==> src/rtl/hc_multi.sv <==
// Hottest-channel tracker with hysteresis threshold and dwell qualification.
// A challenger must beat the leader by more than th for dwell consecutive valid samples.
module hc_multi #(
    parameter int unsigned N_CH  = 4,
    parameter int unsigned W     = 8,
    parameter int unsigned CNT_W = 4,
    parameter int unsigned IDX_W = $clog2(N_CH)
) (
    input  logic              clk,
    input  logic              rst_n,
    input  logic              i_in_valid,
    input  logic [N_CH*W-1:0] i_samples,
    input  logic [W-1:0]      i_th,
    input  logic [CNT_W-1:0]  i_dwell,
    output logic [IDX_W-1:0]  o_leader,
    output logic [N_CH-1:0]   o_leader_oh,
    output logic              o_out_valid,
    output logic              o_changed,
    output logic              o_pending
);

    localparam int unsigned EW = W + 2;
    localparam logic [CNT_W-1:0] CNT_MAX = '1;

    logic [IDX_W-1:0]     r_leader, w_leader_nxt;
    logic [IDX_W-1:0]     r_pend_idx, w_pend_idx_nxt;
    logic [N_CH-1:0]      r_leader_oh, w_leader_oh_nxt;
    logic                 r_out_valid, w_out_valid_nxt;
    logic                 r_changed, w_changed_nxt;
    logic                 r_pending, w_pending_nxt;
    logic [CNT_W-1:0]     r_count, w_count_nxt;

    logic [IDX_W-1:0]     w_cand;
    logic signed [EW-1:0] w_cand_val;
    logic signed [EW-1:0] w_lv;
    logic signed [EW-1:0] w_lim;
    logic                 w_qual;
    logic [CNT_W-1:0]     w_dwell_eff;
    logic [CNT_W-1:0]     w_eff;

    // Widen before comparing so leader + th can never wrap.
    function automatic logic signed [EW-1:0] sext(input logic [W-1:0] v);
        return {{2{v[W-1]}}, v};
    endfunction

    // Argmax over channels; strict > keeps ties on the lowest index.
    always_comb begin
        w_cand     = '0;
        w_cand_val = sext(i_samples[W-1:0]);
        for (int k = 1; k < N_CH; k++) begin
            if (sext(i_samples[k*W +: W]) > w_cand_val) begin
                w_cand_val = sext(i_samples[k*W +: W]);
                w_cand     = IDX_W'(k);
            end
        end
    end

    assign w_lv        = sext(i_samples[r_leader*W +: W]);
    assign w_lim       = w_lv + $signed({2'b00, i_th});
    assign w_qual      = (w_cand != r_leader) && (w_cand_val > w_lim);
    assign w_dwell_eff = (i_dwell == '0) ? CNT_W'(1) : i_dwell;
    assign w_eff       = (w_cand == r_pend_idx && r_count != '0)
                       ? ((r_count == CNT_MAX) ? CNT_MAX : r_count + CNT_W'(1))
                       : CNT_W'(1);

    always_comb begin
        w_leader_nxt    = r_leader;
        w_leader_oh_nxt = r_leader_oh;
        w_pend_idx_nxt  = r_pend_idx;
        w_out_valid_nxt = r_out_valid;
        w_count_nxt     = r_count;
        w_changed_nxt   = 1'b0;
        if (i_in_valid) begin
            if (!r_out_valid) begin
                w_leader_nxt    = w_cand;
                w_leader_oh_nxt = N_CH'(1) << w_cand;
                w_out_valid_nxt = 1'b1;
            end else if (!w_qual) begin
                w_count_nxt = '0;
            end else if (w_eff >= w_dwell_eff) begin
                w_leader_nxt    = w_cand;
                w_leader_oh_nxt = N_CH'(1) << w_cand;
                w_count_nxt     = '0;
                w_changed_nxt   = 1'b1;
            end else begin
                w_pend_idx_nxt = w_cand;
                w_count_nxt    = w_eff;
            end
        end
        w_pending_nxt = (w_count_nxt != '0);
    end

    always_ff @(posedge clk) begin
        if (!rst_n) begin
            r_leader    <= '0;
            r_leader_oh <= '0;
            r_pend_idx  <= '0;
            r_out_valid <= 1'b0;
            r_count     <= '0;
            r_changed   <= 1'b0;
            r_pending   <= 1'b0;
        end else begin
            r_leader    <= w_leader_nxt;
            r_leader_oh <= w_leader_oh_nxt;
            r_pend_idx  <= w_pend_idx_nxt;
            r_out_valid <= w_out_valid_nxt;
            r_count     <= w_count_nxt;
            r_changed   <= w_changed_nxt;
            r_pending   <= w_pending_nxt;
        end
    end

    assign o_leader    = r_leader;
    assign o_leader_oh = r_leader_oh;
    assign o_out_valid = r_out_valid;
    assign o_changed   = r_changed;
    assign o_pending   = r_pending;

endmodule
==> config.mk <==
export PLATFORM = sky130hd
export DESIGN_NAME = hc_multi
export DESIGN_NICKNAME = d
export VERILOG_FILES = /design/src/rtl/hc_multi.sv
export SDC_FILE = /design/constraint.sdc
export NUM_CORES = 1
export LEC_CHECK = 0
export CAP_MARGIN = 20
export CORE_MARGIN = 2
export CORE_UTILIZATION = 35
export CTS_CLUSTER_DIAMETER = 80
export DETAILED_ROUTE_END_ITERATION = 8
export GPL_ROUTABILITY_DRIVEN = 1
export SLEW_MARGIN = 20
export SYNTH_ARGS = -nofsm -noshare
export SYNTH_HDL_FRONTEND = slang
export SYNTH_SLANG_ARGS = --single-unit
==> constraint.sdc <==
create_clock -name clk -period 8.1 [get_ports clk]
set_clock_uncertainty 0.05 [all_clocks]
set_input_delay 1.215 -clock clk [delete_from_list [all_inputs] [get_ports clk]]
set_output_delay 1.215 -clock clk [all_outputs]
set_load 0.02 [all_outputs]
==> results by group, run 1 <==
Outcome
  – Status: completed

Hold path
  – Hold crit path type: register to register

Yosys
  – Distinct cells, synth: 64
  – Syn_area_per_cell: 8.088 µm²
  – Sequential element share of the synthesized area: 11.49%
  – Ys async rst share: 0%
  – Top cell type's share of synthesized area: 23.47%
  – Dominant cell type by area after synthesis: ha_1
  – Main flop type after synthesis: dfxtp_1
  – Netlist Area Pre-Place: 0.002613 mm²
  – Synthesized net count: 420
  – Gate count of the mapped netlist: 323
  – Post-synthesis register bit count: 15
  – Dominant cells by area after synthesis: ha_1 23%, dfxtp_1 11%, mux4_2 6.9%, nand2_1 4.7%, inv_1 4.3%
  – Most common cell in the synthesized netlist: ha_1
  – Synth warn: 0
  – Post-synth EDFFs: 0
  – Synth top cells by count: 49 x ha_1, 33 x nand2_1, 30 x inv_1, 21 x a21oi_1, 18 x nor2_1

Detailed routing
  – Via-per-instance ratio: 5.392
  – 1st-iter DRT viols: 70
  – DRC Markers: 0
  – Drt total wl: 7.433 mm
  – First-pass DRT Iterations: 4
  – WL/cell: 15.02 µm
  – ANT nets after route: 0
  – Vias post-DR: 2669

Critical path
  – Arrival time worst endpoint: 7.92 ns
  – Crit path kind: input port to register
  – Max FO, Critical Path: 9
  – Crit path launch type: input port
  – Cell family with most CP delay: compound AO/OA/AOI/OAI gates
  – Crit path buf inv count: 4
  – CP max stage cell: clkdlybuf4s50_1
  – Reg-to-reg slack, setup: 2.86 ns
  – Critical Path RT: 8.18 ns
  – CP Capture Type: register
  – Crit path largest cell delay: 0.53 ns

Power
  – Overall Power: 0.6421 mW
  – Sequential power share: 14.8%
  – Switch Pwr: 0.2901 mW
  – Peak VDD IR: 0.08841 mV
  – Clock power frac: 9.6%
  – Pleak: 1.644 nW
  – Switching portion of total power: 45.17%
  – Combinational share of power: 75.6%
  – Power Internal: 0.3521 mW
  – Pwr Density: 172.3 mW/mm²

Layout
  – Layout cells sized above 1: 20.45%
  – Area taken by multi-input logic gates: 0.002364 mm²
  – Design area: 0.003726 mm²
  – Register area: 300.3 µm²
  – Fin nets: 494
  – Filler cells: 704
  – Post-layout util: 51.37%
  – # diodes: 0
  – Syn-to-layout area delta: 42.62%

STA
  – Tmin final: 7.835 ns
  – TNS Setup: 0 ns
  – Actual slew at the worst max-slew pin: 0.7208 ns
  – Final setup fails: 0
  – Crit share post-route: 96.73%
  – Slack of the critical path: 0.2647 ns
  – Slew margin rel.: 51.88%
  – Pins Over Slew Limit: 0
  – Final hold violations: 0
  – Max Clk Rate: 127.6 MHz

CTS
  – H-tree levels: 1
  – # clock sinks: 15
  – CTS tree: done
  – Worst skew pair latency: 0.25 ns
  – CTS Buffer Depth: 2
  – Root buffer cell: clkbuf_8
  – CTS Buf Count: 3
  – Clock transition at path regs: 0.06 ns

Placement
  – Pre-CTS WS: -0.2575 ns
  – DP Area: 0.003352 mm²
  – Gpl congestion: 0.8814
  – DP HPWL: 5.795 mm
  – Port Buffers: 55

Die
  – Die width: 90.40 µm
  – Starting Density: 36.02%
  – Ports: 56
  – Core ar.: 0.007253 mm²
  – Total die area: 0.008171 mm²
  – Row cnt: 31
  – Die height: 90.40 µm

Run
  – Max_cap viols: 0

Global route
  – Total grt overflow: 0
  – Vias in the first global route: 2568
  – Initial antenna violation count: 0
  – Total GRT Usage: 17.05%
  – Largest net degree at the start of global routing: 18
  – First-pass GRT wire length: 11.76 mm
## layout make-up
type | instances | area share, %
timing repair buffer | 81 | 20.95
multi-input combinational | 266 | 63.43
sequential | 15 | 8.059
clock buffer | 4 | 1.209
inverter | 30 | 3.022
tap | 99 | 3.324
## timing repair
action	4_1_cts	5_1_grt
setup buffers	1	7
pin swaps	1	22
hold buffers	0	0
cloned	0	2
setup endpoints to repair	5	12
resized for setup	1	51
## layout by cell type, fill, tap and decap left out, types with 3 or more instances in the layout
cell type,n
nor2_1,18
clkbuf_8,3
a211o_1,4
a31oi_1,4
mux2i_1,5
a21o_1,9
a21boi_0,3
nand4_1,6
inv_1,28
xor2_1,3
and3_1,3
buf_6,3
o31ai_1,3
nor2b_1,7
a21oi_1,14
mux4_2,8
buf_4,21
o21ai_0,12
xnor2_1,5
and2_1,4
nand3_1,4
dfxtp_1,15
nand2_2,4
nand2_1,29
dlymetal6s2s_1,5
o211a_1,3
ha_1,43
a21oi_2,6
o21ai_2,4
clkdlybuf4s50_1,50
o21bai_1,4
ha_4,6
## worst reg2reg max path, delay by kind of cell (launching register included)
family                   cells  cell delay, ns
AO/OA/AOI/OAI               10            1.57
AND/OR/NAND/NOR              4            0.76
buffers and inverters        1            0.26
flip-flops                   1            0.78
adder cells (fa/ha/maj)      3            0.97
multiplexers                 1            0.63
XOR/XNOR                     1            0.13
## kinds of logic after synthesis
group | count (synthesis) | share of synthesized area [%]
AO/OA/AOI/OAI | 99 | 27.01
XOR/XNOR | 8 | 2.682
adder cells (fa/ha/maj) | 50 | 24.23
buffers and inverters | 42 | 6.562
flip-flops | 15 | 11.49
multiplexers | 15 | 9.674
AND/OR/NAND/NOR | 94 | 18.34
## path summary, 6_finish.rpt
kind               endpoint  cells past startpoint           start
min reg2reg  o_leader_oh[2]                      2  o_leader_oh[2]
max          o_leader_oh[1]                     32   i_samples[13]
min          o_leader_oh[2]                      2  o_leader_oh[2]
max reg2reg  o_leader_oh[2]                     20     o_leader[1]
## through the flow
step | cells | hold slack, ns
final | 495 | 0.4089
after global routing | 495 | 0.4261
after CTS | 486 | 0.4148
after detailed placement | 481 | 0.3990
after global placement | 481 | 0.4021
after floorplan | 323 | 0.4258
## sequential cells by signal (all words and copies together) (netlist names)
signal and count:
o_leader_oh 4, r_count 4, o_leader 2, r_pend_idx 2, o_changed 1, o_out_valid 1, o_pending 1
## per-layer routing
metal	vias to the layer above	GRT usage [%]	part of all wire (%)	wire (µm)
li1	1343	-	-	-
met1	1266	22.32	46	3433
met2	52	30.20	50	3698
met3	8	2.170	3.2	241
met4	0	3.205	0.81	60
met5	-	0	0	0
## power by group through the flow
stage | sequential [mW] | combinational, mW | clock [mW]
after floorplan | 0.0944 | 0.299 | 0
after global placement | 0.0967 | 0.416 | 0
after detailed placement | 0.0966 | 0.422 | 0
after CTS | 0.0950 | 0.428 | 0.0635
after global routing | 0.0969 | 0.542 | 0.0679
final | 0.0952 | 0.485 | 0.0616
(Power assumes the default switching activity.)
==> run 2, diff against run 1 <==
--- a/config.mk
+++ b/config.mk
@@ -11,6 +11,7 @@
 export CTS_CLUSTER_DIAMETER = 80
 export DETAILED_ROUTE_END_ITERATION = 8
 export GPL_ROUTABILITY_DRIVEN = 1
+export PLACE_DENSITY_LB_ADDON = 0.3
 export SLEW_MARGIN = 20
 export SYNTH_ARGS = -nofsm -noshare
 export SYNTH_HDL_FRONTEND = slang
==> run 2 against run 1 <==
- register-to-register slack better by 0.14 ns
- routed wire length is 4.0% lower
- largest power group unchanged
- count of clock-buffer cells in the layout shrank 1
- worst hold slack improved by 0.0025 ns
- setup slack improved by 0.16 ns
- final cell count shrank 1.6%
- utilization fell by 2.2 points
- design area is 4.3% lower
==> results by group, run 2 (synthesis results as in run 1) <==
STA
  – Max Clk Rate: 130.2 MHz (was 127.6 MHz)
  – Crit share post-route: 94.80% (was 96.73%)
  – RSZ-0062 raised after global routing: false
  – Final setup fails: 0 (unchanged)
  – Slew margin rel.: 55.13% (was 51.88%)
  – Tmin final: 7.679 ns (was 7.835 ns)
  – Actual slew at the worst max-slew pin: 0.6721 ns (was 0.7208 ns)
  – Final hold violations: 0 (unchanged)
  – Pins Over Slew Limit: 0 (unchanged)

Power
  – Switch Pwr: 0.2712 mW (was 0.2901 mW)
  – Clock power frac: 10.4% (was 9.6%)
  – Peak VDD IR: 0.1463 mV (was 0.08841 mV)
  – Sequential power share: 15.8% (was 14.8%)
  – Power Internal: 0.3322 mW (was 0.3521 mW)
  – Combinational share of power: 73.8% (was 75.6%)
  – Pwr Density: 169.3 mW/mm² (was 172.3 mW/mm²)
  – Pleak: 1.555 nW (was 1.644 nW)
  – Overall Power: 0.6034 mW (was 0.6421 mW)
  – Switching portion of total power: 44.94% (was 45.17%)

Die
  – Starting Density: 36.02% (unchanged)
  – Die height: 90.40 µm (unchanged)
  – Row cnt: 31 (unchanged)
  – Die width: 90.40 µm (unchanged)
  – Core ar.: 0.007253 mm² (unchanged)
  – Ports: 56 (unchanged)
  – Total die area: 0.008171 mm² (unchanged)

Layout
  – Post-layout util: 49.15% (was 51.37%)
  – Syn-to-layout area delta: 36.45% (was 42.62%)
  – Filler cells: 707 (was 704)
  – Fin nets: 486 (was 494)
  – Area taken by multi-input logic gates: 0.002288 mm² (was 0.002364 mm²)
  – Layout cells sized above 1: 16.49% (was 20.45%)
  – Most frequent cells in the layout: 54 x clkdlybuf4s50_1, 45 x ha_1, 31 x nand2_1, 30 x inv_1, 18 x nor2_1 (was 50 x clkdlybuf4s50_1, 43 x ha_1, 29 x nand2_1, 28 x inv_1, 21 x buf_4)
  – Register area: 300.3 µm² (unchanged)
  – # diodes: 0 (unchanged)
  – Most common cell after layout, fill and taps aside: clkdlybuf4s50_1 (unchanged)

Global route
  – Vias in the first global route: 2569 (was 2568)
  – Largest net degree at the start of global routing: 16 (was 18)
  – Total GRT Usage: 17.41% (was 17.05%)
  – First-pass GRT wire length: 11.94 mm (was 11.76 mm)
  – Initial antenna violation count: 0 (unchanged)
  – Total grt overflow: 0 (unchanged)

Detailed routing
  – 1st-iter DRT viols: 113 (was 70)
  – DRC Markers: 0 (unchanged)
  – Vias post-DR: 2620 (was 2669)
  – First-pass DRT Iterations: 4 (unchanged)
  – WL/cell: 14.65 µm (was 15.02 µm)
  – Via-per-instance ratio: 5.380 (was 5.392)
  – ANT nets after route: 0 (unchanged)
  – Drt total wl: 7.133 mm (was 7.433 mm)

CTS
  – Root buffer cell: clkbuf_8 (unchanged)
  – H-tree levels: 1 (unchanged)
  – Clock transition at path regs: 0.06 ns (about the same)
  – CTS Buf Count: 3 (unchanged)
  – Hold-fix buffers, CTS: 0 (unchanged)
  – # clock sinks: 15 (unchanged)
  – Worst skew pair latency: 0.25 ns (about the same)
  – CTS tree: done (unchanged)
  – CTS Buffer Depth: 2 (unchanged)

Hold path
  – Hold Crit Endpoint: o_leader_oh[1] (was o_leader_oh[2])
  – Hold path startpoint: o_leader_oh[1] (was o_leader_oh[2])
  – Hold depth: 2 (unchanged)
  – Hold crit path type: register to register (unchanged)

Critical path
  – Crit path buf inv count: 5 (was 4)
  – Worst path depth: 33 (was 32)
  – Crit path top cell by count: a211o_1
  – R2r worst-path depth: 20 (unchanged)
  – Reg-to-reg slack, setup: 3.00 ns (was 2.86 ns)
  – Crit path launch type: input port (unchanged)
  – Critical path startpoint: i_samples[6] (was i_samples[13])
  – Worst r2r src: o_leader[1] (unchanged)
  – CP max stage cell: clkdlybuf4s50_1 (unchanged)
  – Critical Path RT: 8.20 ns (was 8.18 ns)
  – Crit Reg-Reg Endpoint: o_pending (was o_leader_oh[2])
  – Arrival time worst endpoint: 7.78 ns (was 7.92 ns)
  – Max FO, Critical Path: 9 (unchanged)
  – CP Capture Type: register (unchanged)
  – Cell family with most CP delay: compound AO/OA/AOI/OAI gates (unchanged)
  – Crit path largest cell delay: 0.49 ns (was 0.53 ns)
  – Crit path kind: input port to register (unchanged)

Outcome
  – Status: completed (unchanged)

Placement
  – DP HPWL: 5.754 mm (was 5.795 mm)
  – Gpl congestion: 0.9193 (was 0.8814)
  – Port Buffers: 55 (unchanged)

Run
  – Max_cap viols: 0 (unchanged)
run 2: how the worst max path moves through the flow:
stage,end
detailed placement,o_leader_oh[3]
CTS,o_leader_oh[3]
global placement,o_leader_oh[3]
finish,o_leader_oh[3]
floorplan,o_leader_oh[3]
global route,o_leader_oh[3]
run 2: routing by layer:
metal,GRT usage [%],up-vias,routed length (µm)
li1,-,1327,-
met1,22.97,1219,3383
met2,30.76,64,3371
met3,2.170,10,260
met4,3.077,0,117
met5,0,-,0
run 2: worst register-to-register path: cells and delay by family (launching register included):
| kind | cells | cell delay [ns] |
|---|---|---|
| AOI/OAI and AO/OA | 10 | 1.86 |
| xor gates and xnor gates | 1 | 0.14 |
| adders and majority gates | 3 | 0.83 |
| DFF | 1 | 0.75 |
| muxes | 1 | 0.62 |
| and+or+nand+nor | 5 | 0.73 |
run 2: cell type report:
type                    instances  area share [%]
clock buffers                   3           1.158
clock inverters                 1          0.1404
inverters                      30           3.159
multi-input cells             266           64.20
flip-flops and latches         15           8.424
well taps                      99           3.475
repair buffers                 73           19.45
run 2: stage by stage:
step	cell area, µm²	hold slack [ns]	TNS, ns	std cells	worst slack (ns)
after floorplan	2616	0.4258	0	323	0.05393
after global routing	3565	0.4285	0	487	0.006143
final	3565	0.4114	0	487	0.4208
after CTS	3391	0.4158	0	484	0.08794
after global placement	3344	0.4116	-0.1570	480	-0.05503
after detailed placement	3344	0.3999	-0.8967	480	-0.1770
run 2: timing repair:
| item | in CTS | in global routing |
|---|---|---|
| resized for setup | 0 | 31 |
| setup buffers | 0 | 1 |
| endpoints found under the setup margin | 0 | 13 |
run 2: power groups by stage:
stage               clock, mW  sequential (mW)  combinational, mW
floorplan                   0           0.0944              0.299
global placement            0           0.0968              0.409
detailed placement          0           0.0968              0.415
CTS                    0.0645           0.0955              0.419
global route           0.0674           0.0970              0.504
finish                 0.0630           0.0951              0.445
==> run 3, diff against run 2 <==
--- a/config.mk
+++ b/config.mk
@@ -12,7 +12,7 @@
 export DETAILED_ROUTE_END_ITERATION = 8
 export GPL_ROUTABILITY_DRIVEN = 1
 export PLACE_DENSITY_LB_ADDON = 0.3
-export SLEW_MARGIN = 20
+export SLEW_MARGIN = 0
 export SYNTH_ARGS = -nofsm -noshare
 export SYNTH_HDL_FRONTEND = slang
 export SYNTH_SLANG_ARGS = --single-unit
==> results of run 3 <==
Same layout as run 2: the final DEF is identical, and so are final timing and power.
